$ cat config.mk
export PLATFORM = sky130hd
export DESIGN_NAME = tdm_demux18
export DESIGN_NICKNAME = d
export VERILOG_FILES = /design/src/rtl/tdm_demux18.sv
export SDC_FILE = /design/constraint.sdc
export NUM_CORES = 1
export LEC_CHECK = 0
export ABC_CLOCK_PERIOD_IN_PS = 1900
export BUFFER_PORTS_ARGS = -buffer_cell sky130_fd_sc_hd__buf_2
export CORE_MARGIN = 2
export CORE_UTILIZATION = 55
export DETAILED_ROUTE_END_ITERATION = 8
export PLACE_DENSITY_LB_ADDON = 0.25
export SLEW_MARGIN = 20
export SYNTH_ARGS = -nofsm -noshare
export SYNTH_HDL_FRONTEND = slang
export SYNTH_SLANG_ARGS = --single-unit
$ cat constraint.sdc
create_clock -name clk -period 1.9 [get_ports clk]
set_clock_uncertainty 0.15 [all_clocks]
set_input_delay 0.57 -clock clk [delete_from_list [all_inputs] [get_ports clk]]
set_output_delay 0.57 -clock clk [all_outputs]
set_load 0.005 [all_outputs]
$ cat src/rtl/tdm_demux18.sv
// Receive end of an 8:1 TDM serial link: rebuilds eight slot bits into a..h.
// Slot k of a frame lands on output (h,g,f,e,d,c,b,a)[k]; frame_start marks slot 0.
module tdm_demux18 #(
    parameter int unsigned TIMEOUT = 16,
    parameter int unsigned TO_W    = 5
) (
    input  logic       clk,
    input  logic       rst_n,
    input  logic       din,
    input  logic       din_valid,
    input  logic       frame_start,
    output logic       a,
    output logic       b,
    output logic       c,
    output logic       d,
    output logic       e,
    output logic       f,
    output logic       g,
    output logic       h,
    output logic [2:0] s,
    output logic       frame_valid,
    output logic       sync_err
);

    typedef enum logic {
        IDLE,
        COLLECT
    } state_t;

    state_t          state, state_nx;
    logic [7:0]      shadow, shadow_nx;
    logic [2:0]      slot, slot_nx;
    logic [TO_W-1:0] idle_cnt, idle_cnt_nx;
    logic [7:0]      frame_q, frame_nx;   // bit k holds slot k of the last complete frame
    logic            fv_q, fv_nx;
    logic            se_q, se_nx;

    // Next-state, slot bookkeeping and output-register load decisions
    always_comb begin
        state_nx    = state;
        shadow_nx   = shadow;
        slot_nx     = slot;
        idle_cnt_nx = idle_cnt;
        frame_nx    = frame_q;
        fv_nx       = 1'b0;
        se_nx       = 1'b0;
        case (state)
            IDLE: begin
                if (din_valid) begin
                    if (frame_start) begin
                        shadow_nx    = '0;
                        shadow_nx[0] = din;
                        slot_nx      = 3'd1;
                        idle_cnt_nx  = '0;
                        state_nx     = COLLECT;
                    end else begin
                        se_nx = 1'b1;
                    end
                end
            end
            COLLECT: begin
                if (din_valid) begin
                    idle_cnt_nx = '0;
                    if (frame_start) begin
                        shadow_nx    = '0;
                        shadow_nx[0] = din;
                        slot_nx      = 3'd1;
                        se_nx        = 1'b1;
                    end else if (slot == 3'd7) begin
                        // The eighth bit goes straight into the output register
                        frame_nx = {din, shadow[6:0]};
                        fv_nx    = 1'b1;
                        slot_nx  = '0;
                        state_nx = IDLE;
                    end else begin
                        shadow_nx[slot] = din;
                        slot_nx         = slot + 3'd1;
                    end
                end else begin
                    // Comparing against TIMEOUT-1 makes the TIMEOUT-th idle cycle abort
                    if (idle_cnt == TO_W'(TIMEOUT - 1)) begin
                        idle_cnt_nx = '0;
                        slot_nx     = '0;
                        se_nx       = 1'b1;
                        state_nx    = IDLE;
                    end else begin
                        idle_cnt_nx = idle_cnt + TO_W'(1);
                    end
                end
            end
            default: begin
                state_nx = IDLE;
                slot_nx  = '0;
            end
        endcase
    end

    // State and datapath registers with synchronous active-low reset
    always_ff @(posedge clk) begin
        if (!rst_n) begin
            state    <= IDLE;
            shadow   <= '0;
            slot     <= '0;
            idle_cnt <= '0;
            frame_q  <= '0;
            fv_q     <= 1'b0;
            se_q     <= 1'b0;
        end else begin
            state    <= state_nx;
            shadow   <= shadow_nx;
            slot     <= slot_nx;
            idle_cnt <= idle_cnt_nx;
            frame_q  <= frame_nx;
            fv_q     <= fv_nx;
            se_q     <= se_nx;
        end
    end

    assign h           = frame_q[0];
    assign g           = frame_q[1];
    assign f           = frame_q[2];
    assign e           = frame_q[3];
    assign d           = frame_q[4];
    assign c           = frame_q[5];
    assign b           = frame_q[6];
    assign a           = frame_q[7];
    assign s           = slot;
    assign frame_valid = fv_q;
    assign sync_err    = se_q;

endmodule
==> results of run 1 <==
[cell type report]
class                   instances  share of cell area
repair buffers                 22              0.0982
inverters                       1             0.00273
well taps                      28              0.0255
multi-input cells             111               0.479
clock buffers                   3              0.0164
flip-flops and latches         26               0.378
[critical path, cell delays in order, from the launching register on]
cell                      delay [ps]
sky130_fd_sc_hd__dfxtp_1         340
sky130_fd_sc_hd__ha_1            210
sky130_fd_sc_hd__ha_1            190
sky130_fd_sc_hd__and2b_2         290
sky130_fd_sc_hd__nand3_1         150
sky130_fd_sc_hd__o32ai_1         310
[state kept, by name, indices dropped and copies added, names as in the netlist]
name         cells
state            1
sync_err         1
s                3
idle_cnt         5
shadow           7
frame_valid      1
frame_q          8
[through the flow]
stage / util / hold slack, ps / power [W] / std cells / setup WS [ps]
after global routing: 0.641 / 329 / 0.000914 / 191 / -6.44
after global placement: 0.627 / 286 / 0.000661 / 188 / 174
after floorplan: - / 278 / 0.000636 / 145 / 131
after CTS: 0.637 / 313 / 0.000880 / 191 / 193
final: 0.641 / 310 / 0.000878 / 191 / 160
after detailed placement: 0.627 / 295 / 0.000663 / 188 / 153
[placed cells by master, fill, tap and decap left out, types with 2 or more instances in the layout]
cell and n:
sky130_fd_sc_hd__clkbuf_4 3, sky130_fd_sc_hd__ha_1 4, sky130_fd_sc_hd__buf_2 17, sky130_fd_sc_hd__nor2_1 6, sky130_fd_sc_hd__nor2b_1 5, sky130_fd_sc_hd__o21ai_0 10, sky130_fd_sc_hd__nand3_1 6, sky130_fd_sc_hd__nand2b_1 3
sky130_fd_sc_hd__nand3b_1 2, sky130_fd_sc_hd__buf_4 4, sky130_fd_sc_hd__a21oi_1 23, sky130_fd_sc_hd__a31oi_1 2, sky130_fd_sc_hd__o32ai_1 3, sky130_fd_sc_hd__dfxtp_1 26, sky130_fd_sc_hd__nand2_1 26, sky130_fd_sc_hd__nand2b_4 2
[per-layer routing]
layer / global-route usage / share of wire / vias up
li1: - / - / 549
met1: 0.233 / 0.44 / 503
met2: 0.405 / 0.52 / 26
met3: 0.0263 / 0.036 / 2
met4: 0.0721 / 0.0065 / 0
met5: 0 / 0 / -
[worst min path at each step]
| stage | to | slack, ps |
|---|---|---|
| 4_1_cts | frame_q[3]$_SDFFE_PN0P_ | 310 |
| 3_5_place_dp | frame_q[3]$_SDFFE_PN0P_ | 290 |
| 6_report | frame_q[3]$_SDFFE_PN0P_ | 310 |
| 2_1_floorplan | frame_q[3]$_SDFFE_PN0P_ | 280 |
| 5_1_grt | frame_q[0]$_SDFFE_PN0P_ | 330 |
| 3_3_place_gp | frame_q[4]$_SDFFE_PN0P_ | 290 |
[cell families (layout without fill, tap and decap cells)]
family                   after synthesis  after routing
AND/OR/NAND/NOR                       63             63
AO/OA/AOI/OAI                         43             43
multiplexers                           1              1
flip-flops                            26             26
adder cells (fa/ha/maj)                4              4
buffers and inverters                  8             26
[power groups by stage]
| stage | sequential [W] | combinational [W] | clock [W] |
|---|---|---|---|
| after floorplan | 0.000573 | 0.0000627 | 0 |
| after global placement | 0.000572 | 0.0000882 | 0 |
| after detailed placement | 0.000573 | 0.0000902 | 0 |
| after CTS | 0.000561 | 0.0000906 | 0.000228 |
| after global routing | 0.000563 | 0.000104 | 0.000247 |
| final | 0.000561 | 0.0000943 | 0.000222 |
[timing repair]
| item | 4_1_cts | 5_1_grt |
|---|---|---|
| buffers inserted | 0 | 0 |
| endpoints found under the setup margin | 0 | 1 |
| gates resized for setup | 0 | 1 |
==> key figures, run 1 <==
Outcome
  • Status: completed

Clocking
  • Library cell used as clock root buffer: sky130_fd_sc_hd__clkbuf_4
  • Number of buffers on the longest clock path: 2
  • TritonCTS clock tree: built
  • Number of hold buffers added after cts: 0
  • H-tree depth: 1
  • Worst-skew pair later-pin latency: 310 ps
  • Clock-pin slew on the worst setup and hold paths: 130 ps
  • # clock sinks: 26
  • CTS Buf Count: 3

Detailed routing
  • Drt pass-1 iters: 4
  • Violation count after the first detailed-route iteration: 18
  • Residual DRC count: 0
  • Routed via count: 1,080
  • Wire length per cell: 12.9 µm
  • Total detailed-routing wirelength: 2460 µm
  • Mean number of vias per cell: 5.65
  • Post-route ant nets: 0

Cells and area
  • Total area of sequential cells: 520 µm²
  • Fill count: 210
  • Ratio of cells with drive above 1 in the final layout: 0.196
  • Area Overhead vs Synth: 12.6%
  • Area of the multi-input gates: 659 µm²
  • Fin area: 1380 µm²
  • Number of nets in the finished design: 174
  • Antenna diode instance count: 0

Worst hold path
  • Number of cells on the worst hold path: 2
  • Origin of the worst min-delay path: frame_q[3]$_SDFFE_PN0P_
  • Classification of the worst-slack hold path: reg -> reg

Global routing
  • Number of antenna violations at the first check in global routing: 0
  • Vias in the first global route: 1,005
  • Global-route congestion overflow total: 0
  • Total GRT Usage: 0.210
  • First-pass GRT wire length: 4170 µm
  • Maximum number of pins on one net before global-route repair: 15

Setup path
  • R2R setup slack: 160 ps
  • Critical path fanouts, max: 6
  • Worst path required time: 1970 ps
  • Startpoint class of the critical path: flop
  • Cell count of the worst reg-to-reg path: 5
  • End point of the critical path: shadow[2]$_SDFFE_PN0P_
  • Worst r2r src: s[0]$_SDFFE_PN0P_
  • Kind of capture point of the worst setup path: flop
  • Critical path launch point: s[0]$_SDFFE_PN0P_
  • Setup CP Type: reg -> reg
  • Endpoint arrival time on the critical path: 1810 ps
  • Worst reg2reg path endpoint: shadow[2]$_SDFFE_PN0P_

Yosys
  • Synthesis-stage register bit count: 26
  • Synth Area in Adders: 0.0409
  • Synthesized instance count: 145
  • Xor/xnor cell area share of the yosys netlist: 0
  • Flip-flop cell with the highest count after synthesis: sky130_fd_sc_hd__dfxtp_1
  • Largest cells by area after synthesis: sky130_fd_sc_hd__dfxtp_1 43%, sky130_fd_sc_hd__a21oi_1 9.4%, sky130_fd_sc_hd__nand2_1 8.0%
  • Cell taking the most area after synthesis: sky130_fd_sc_hd__dfxtp_1
  • Mux cell area share after synthesis: 0.00819
  • Sequential share of the synthesized area: 0.426
  • Count of different cell masters after synthesis: 36
  • Compound-Gate Fraction of Synth Area: 0.203
  • Synth top area share: 0.426
  • Async set-or-reset flop fraction in the synthesized netlist: 0
  • EDFF count, synth: 0
  • Netlist Area Pre-Place: 1220 µm²
  • Syn_nets: 154
  • Combinational family with the most area after synthesis: simple AND/OR/NAND/NOR gates
  • Avg Cell Area, Syn: 8.43 µm²
  • Syn. warnings: 0
  • Top cells by count, synth: 26 x sky130_fd_sc_hd__dfxtp_1, 26 x sky130_fd_sc_hd__nand2_1, 23 x sky130_fd_sc_hd__a21oi_1
  • Basic-gate share of the synthesized area counting and, or, nand and nor cells: 0.281

Power and ir drop
  • Power density over the cells: 638 nW/µm²
  • Lkg Pwr: 0.569 nW
  • Internal power: 0.000665 W
  • Switching power: 0.000213 W
  • Worst IR drop on VDD: 402 µV
  • Combinational share of power: 0.107
  • Clock network fraction of total power: 0.253
  • Sequential power share: 0.639
  • Sw Ratio: 0.242

Die
  • Area enclosed by the die boundary: 2620 µm²
  • Initial core utilization: 0.569
  • Site Rows: 17
  • I/O pin count: 18
  • Height of the chip: 51.1 µm
  • Core Box Area: 2150 µm²
  • Die outline width: 51.1 µm

Timing
  • Final clock period utilization by the worst path: 0.916
  • Post-Route Setup TNS: 0 ps
  • Final hold violation count: 0
  • Final setup viols: 0
  • Worst Tran Pin Value: 512 ps
  • Slew Limit Fails: 0
  • Min cycle time layout: 1740 ps
  • Max Freq: 575 MHz
  • Slew HR: 0.659

Placed design
  • Final GP Congestion: 0.816
  • Count of buffers inserted at the top-level ports: 17
  • HPWL Detailed: 1780 µm
  • DP Area: 1350 µm²

Run
  • MaxCap Viol Count: 0
Note: power is estimated with default switching activity, not from simulation.
==> run 2, diff against run 1 <==
--- a/config.mk
+++ b/config.mk
@@ -11,6 +11,7 @@
 export CORE_UTILIZATION = 55
 export DETAILED_ROUTE_END_ITERATION = 8
 export PLACE_DENSITY_LB_ADDON = 0.25
+export RECOVER_POWER = 50
 export SLEW_MARGIN = 20
 export SYNTH_ARGS = -nofsm -noshare
 export SYNTH_HDL_FRONTEND = slang
==> run 2 against run 1 <==
Compared with the run above: die area unchanged; cell area shrank 0.27%; hold slack barely moved; register-to-register slack is essentially flat; cell count unchanged; via count rose by 1.3%; non-clock buffer count did not move; wire length is 1.3% higher; critical endpoint unchanged.
==> key figures, run 2 (same netlist as run 1, synthesis figures left out) <==
Timing
  • Final setup viols: 0
  • Worst Tran Pin Value: 523 ps
  • Final clock period utilization by the worst path: 0.915
  • Slew Limit Fails: 0
  • Min cycle time layout: 1740 ps
  • Max Freq: 575 MHz
  • Final hold violation count: 0
  • Worst hold slack after final layout: 310 ps
  • Slew HR: 0.651

Die
  • Site Rows: 17
  • Initial core utilization: 0.569
  • Height of the chip: 51.1 µm
  • Area enclosed by the die boundary: 2620 µm²
  • Die outline width: 51.1 µm
  • Core Box Area: 2150 µm²
  • I/O pin count: 18

Placed design
  • DP Area: 1350 µm²
  • Final GP Congestion: 0.816
  • HPWL Detailed: 1780 µm
  • Count of buffers inserted at the top-level ports: 17

Cells and area
  • Area Overhead vs Synth: 12.3%
  • Ratio of cells with drive above 1 in the final layout: 0.178
  • Fin area: 1370 µm²
  • Number of nets in the finished design: 174
  • Register ranked first by flip-flop count: frame_q
  • Fill count: 213
  • Biggest registers after layout: frame_q x8, shadow x7, idle_cnt x5
  • Most frequent cells in the layout: 26 x sky130_fd_sc_hd__nand2_1, 26 x sky130_fd_sc_hd__dfxtp_1, 23 x sky130_fd_sc_hd__a21oi_1
  • Number of flip-flops under the largest register name: 8
  • Antenna diode instance count: 0

Power and ir drop
  • Clock network fraction of total power: 0.254
  • Switching power: 0.000213 W
  • Total power: 0.000878 W
  • Lkg Pwr: 0.561 nW
  • Sw Ratio: 0.243
  • Worst IR drop on VDD: 401 µV
  • Combinational share of power: 0.107
  • Power density over the cells: 640 nW/µm²
  • Internal power: 0.000665 W
  • Sequential power share: 0.639

Global routing
  • Global routing usage on met2: 0.405
  • Maximum number of pins on one net before global-route repair: 15
  • First-pass GRT wire length: 4170 µm
  • Number of antenna violations at the first check in global routing: 0
  • Global-route congestion overflow total: 0
  • Global-route met3 utilization: 0.0263
  • Vias in the first global route: 1,005
  • Global Route met1 Usage: 0.233
  • Most utilized layer in the global route result: met2
  • Total GRT Usage: 0.210

Detailed routing
  • Post-route ant nets: 0
  • Routed via count: 1,094
  • Drt pass-1 iters: 4
  • Violation count after the first detailed-route iteration: 17
  • Residual DRC count: 0
  • Total detailed-routing wirelength: 2500 µm
  • Mean number of vias per cell: 5.73
  • Wire length per cell: 13.1 µm

Clocking
  • Worst-skew pair later-pin latency: 310 ps
  • Number of buffers on the longest clock path: 2
  • H-tree depth: 1
  • Library cell used as clock root buffer: sky130_fd_sc_hd__clkbuf_4
  • Clock-pin slew on the worst setup and hold paths: 130 ps
  • CTS Buf Count: 3
  • # clock sinks: 26
  • Number of hold buffers added after cts: 0
  • TritonCTS clock tree: built

Setup path
  • Kind of capture point of the worst setup path: flop
  • Setup CP Type: reg -> reg
  • Cell count of the worst reg-to-reg path: 5
  • Critical path fanouts, max: 6
  • Cell mode on critical path: sky130_fd_sc_hd__ha_1
  • Standard cell with the maximum stage delay on the critical path: sky130_fd_sc_hd__dfxtp_1
  • Buffers & Inverters on Critical Path: 0
  • Ordered cell list for the critical path: ha_1 > ha_1 > and2b_2 > nand3_1 > o32ai_1
  • Critical Path Max Stage Delay: 340 ps
  • Number of cells on the critical path: 5
  • Startpoint class of the critical path: flop
  • Worst path required time: 1970 ps
  • Endpoint arrival time on the critical path: 1810 ps
  • Top cell family by delay on the critical path: simple AND/OR/NAND/NOR gates

Worst hold path
  • Classification of the worst-slack hold path: reg -> reg
  • Number of cells on the worst hold path: 2

Run
  • MaxCap Viol Count: 0

Outcome
  • Status: completed
==> run 2: worst min-delay path, cell delays in order (launching register included) <==
cell and delay, ps:
sky130_fd_sc_hd__dfxtp_1 330, sky130_fd_sc_hd__nand2_1 50, sky130_fd_sc_hd__a21oi_1 50
==> run 2: what timing repair did <==
action / 4_1_cts / 5_1_grt
gates resized for setup: 0 / 1
buffers inserted: 0 / 0
setup endpoints to repair: 0 / 1
==> run 2: routing by layer <==
metal,vias to the layer above,share of wire
li1,552,-
met1,511,0.44
met2,29,0.52
met3,2,0.038
met4,0,0.0064
met5,-,0
==> run 2: power groups by stage <==
stage          sequential, W  clock [W]  combinational [W]
2_1_floorplan       0.000573          0          0.0000627
3_3_place_gp        0.000572          0          0.0000882
3_5_place_dp        0.000573          0          0.0000902
4_1_cts             0.000561   0.000228          0.0000906
5_1_grt             0.000563   0.000247           0.000104
6_report            0.000561   0.000223          0.0000942
==> run 2: worst paths after layout <==
path / from / end / slack [ps]
worst max register to register: s[0]$_SDFFE_PN0P_ / shadow[2]$_SDFFE_PN0P_ / 160
worst min-delay path: frame_q[5]$_SDFFE_PN0P_ / frame_q[5]$_SDFFE_PN0P_ / 310
worst min register to register: frame_q[5]$_SDFFE_PN0P_ / frame_q[5]$_SDFFE_PN0P_ / 310
worst max-delay path: s[0]$_SDFFE_PN0P_ / shadow[2]$_SDFFE_PN0P_ / 160
==> run 2: cell type report <==
type | instances | area (µm²) | share of cell area
Multi-Input combinational cell | 111 | 658 | 0.479
Sequential cell | 26 | 520 | 0.379
Timing Repair Buffer | 22 | 133 | 0.0966
Tap cell | 28 | 35.0 | 0.0255
Clock buffer | 3 | 22.5 | 0.0164
Inverter | 1 | 3.75 | 0.00273
==> run 2: through the flow <==
stage / worst slack, ps / util / std cells / TNS [ps]
2_1_floorplan: 131 / - / 145 / 0
4_1_cts: 193 / 0.637 / 191 / 0
6_report: 162 / 0.639 / 191 / 0
3_5_place_dp: 153 / 0.627 / 188 / 0
3_3_place_gp: 174 / 0.627 / 188 / 0
5_1_grt: -6.44 / 0.639 / 191 / -6.44
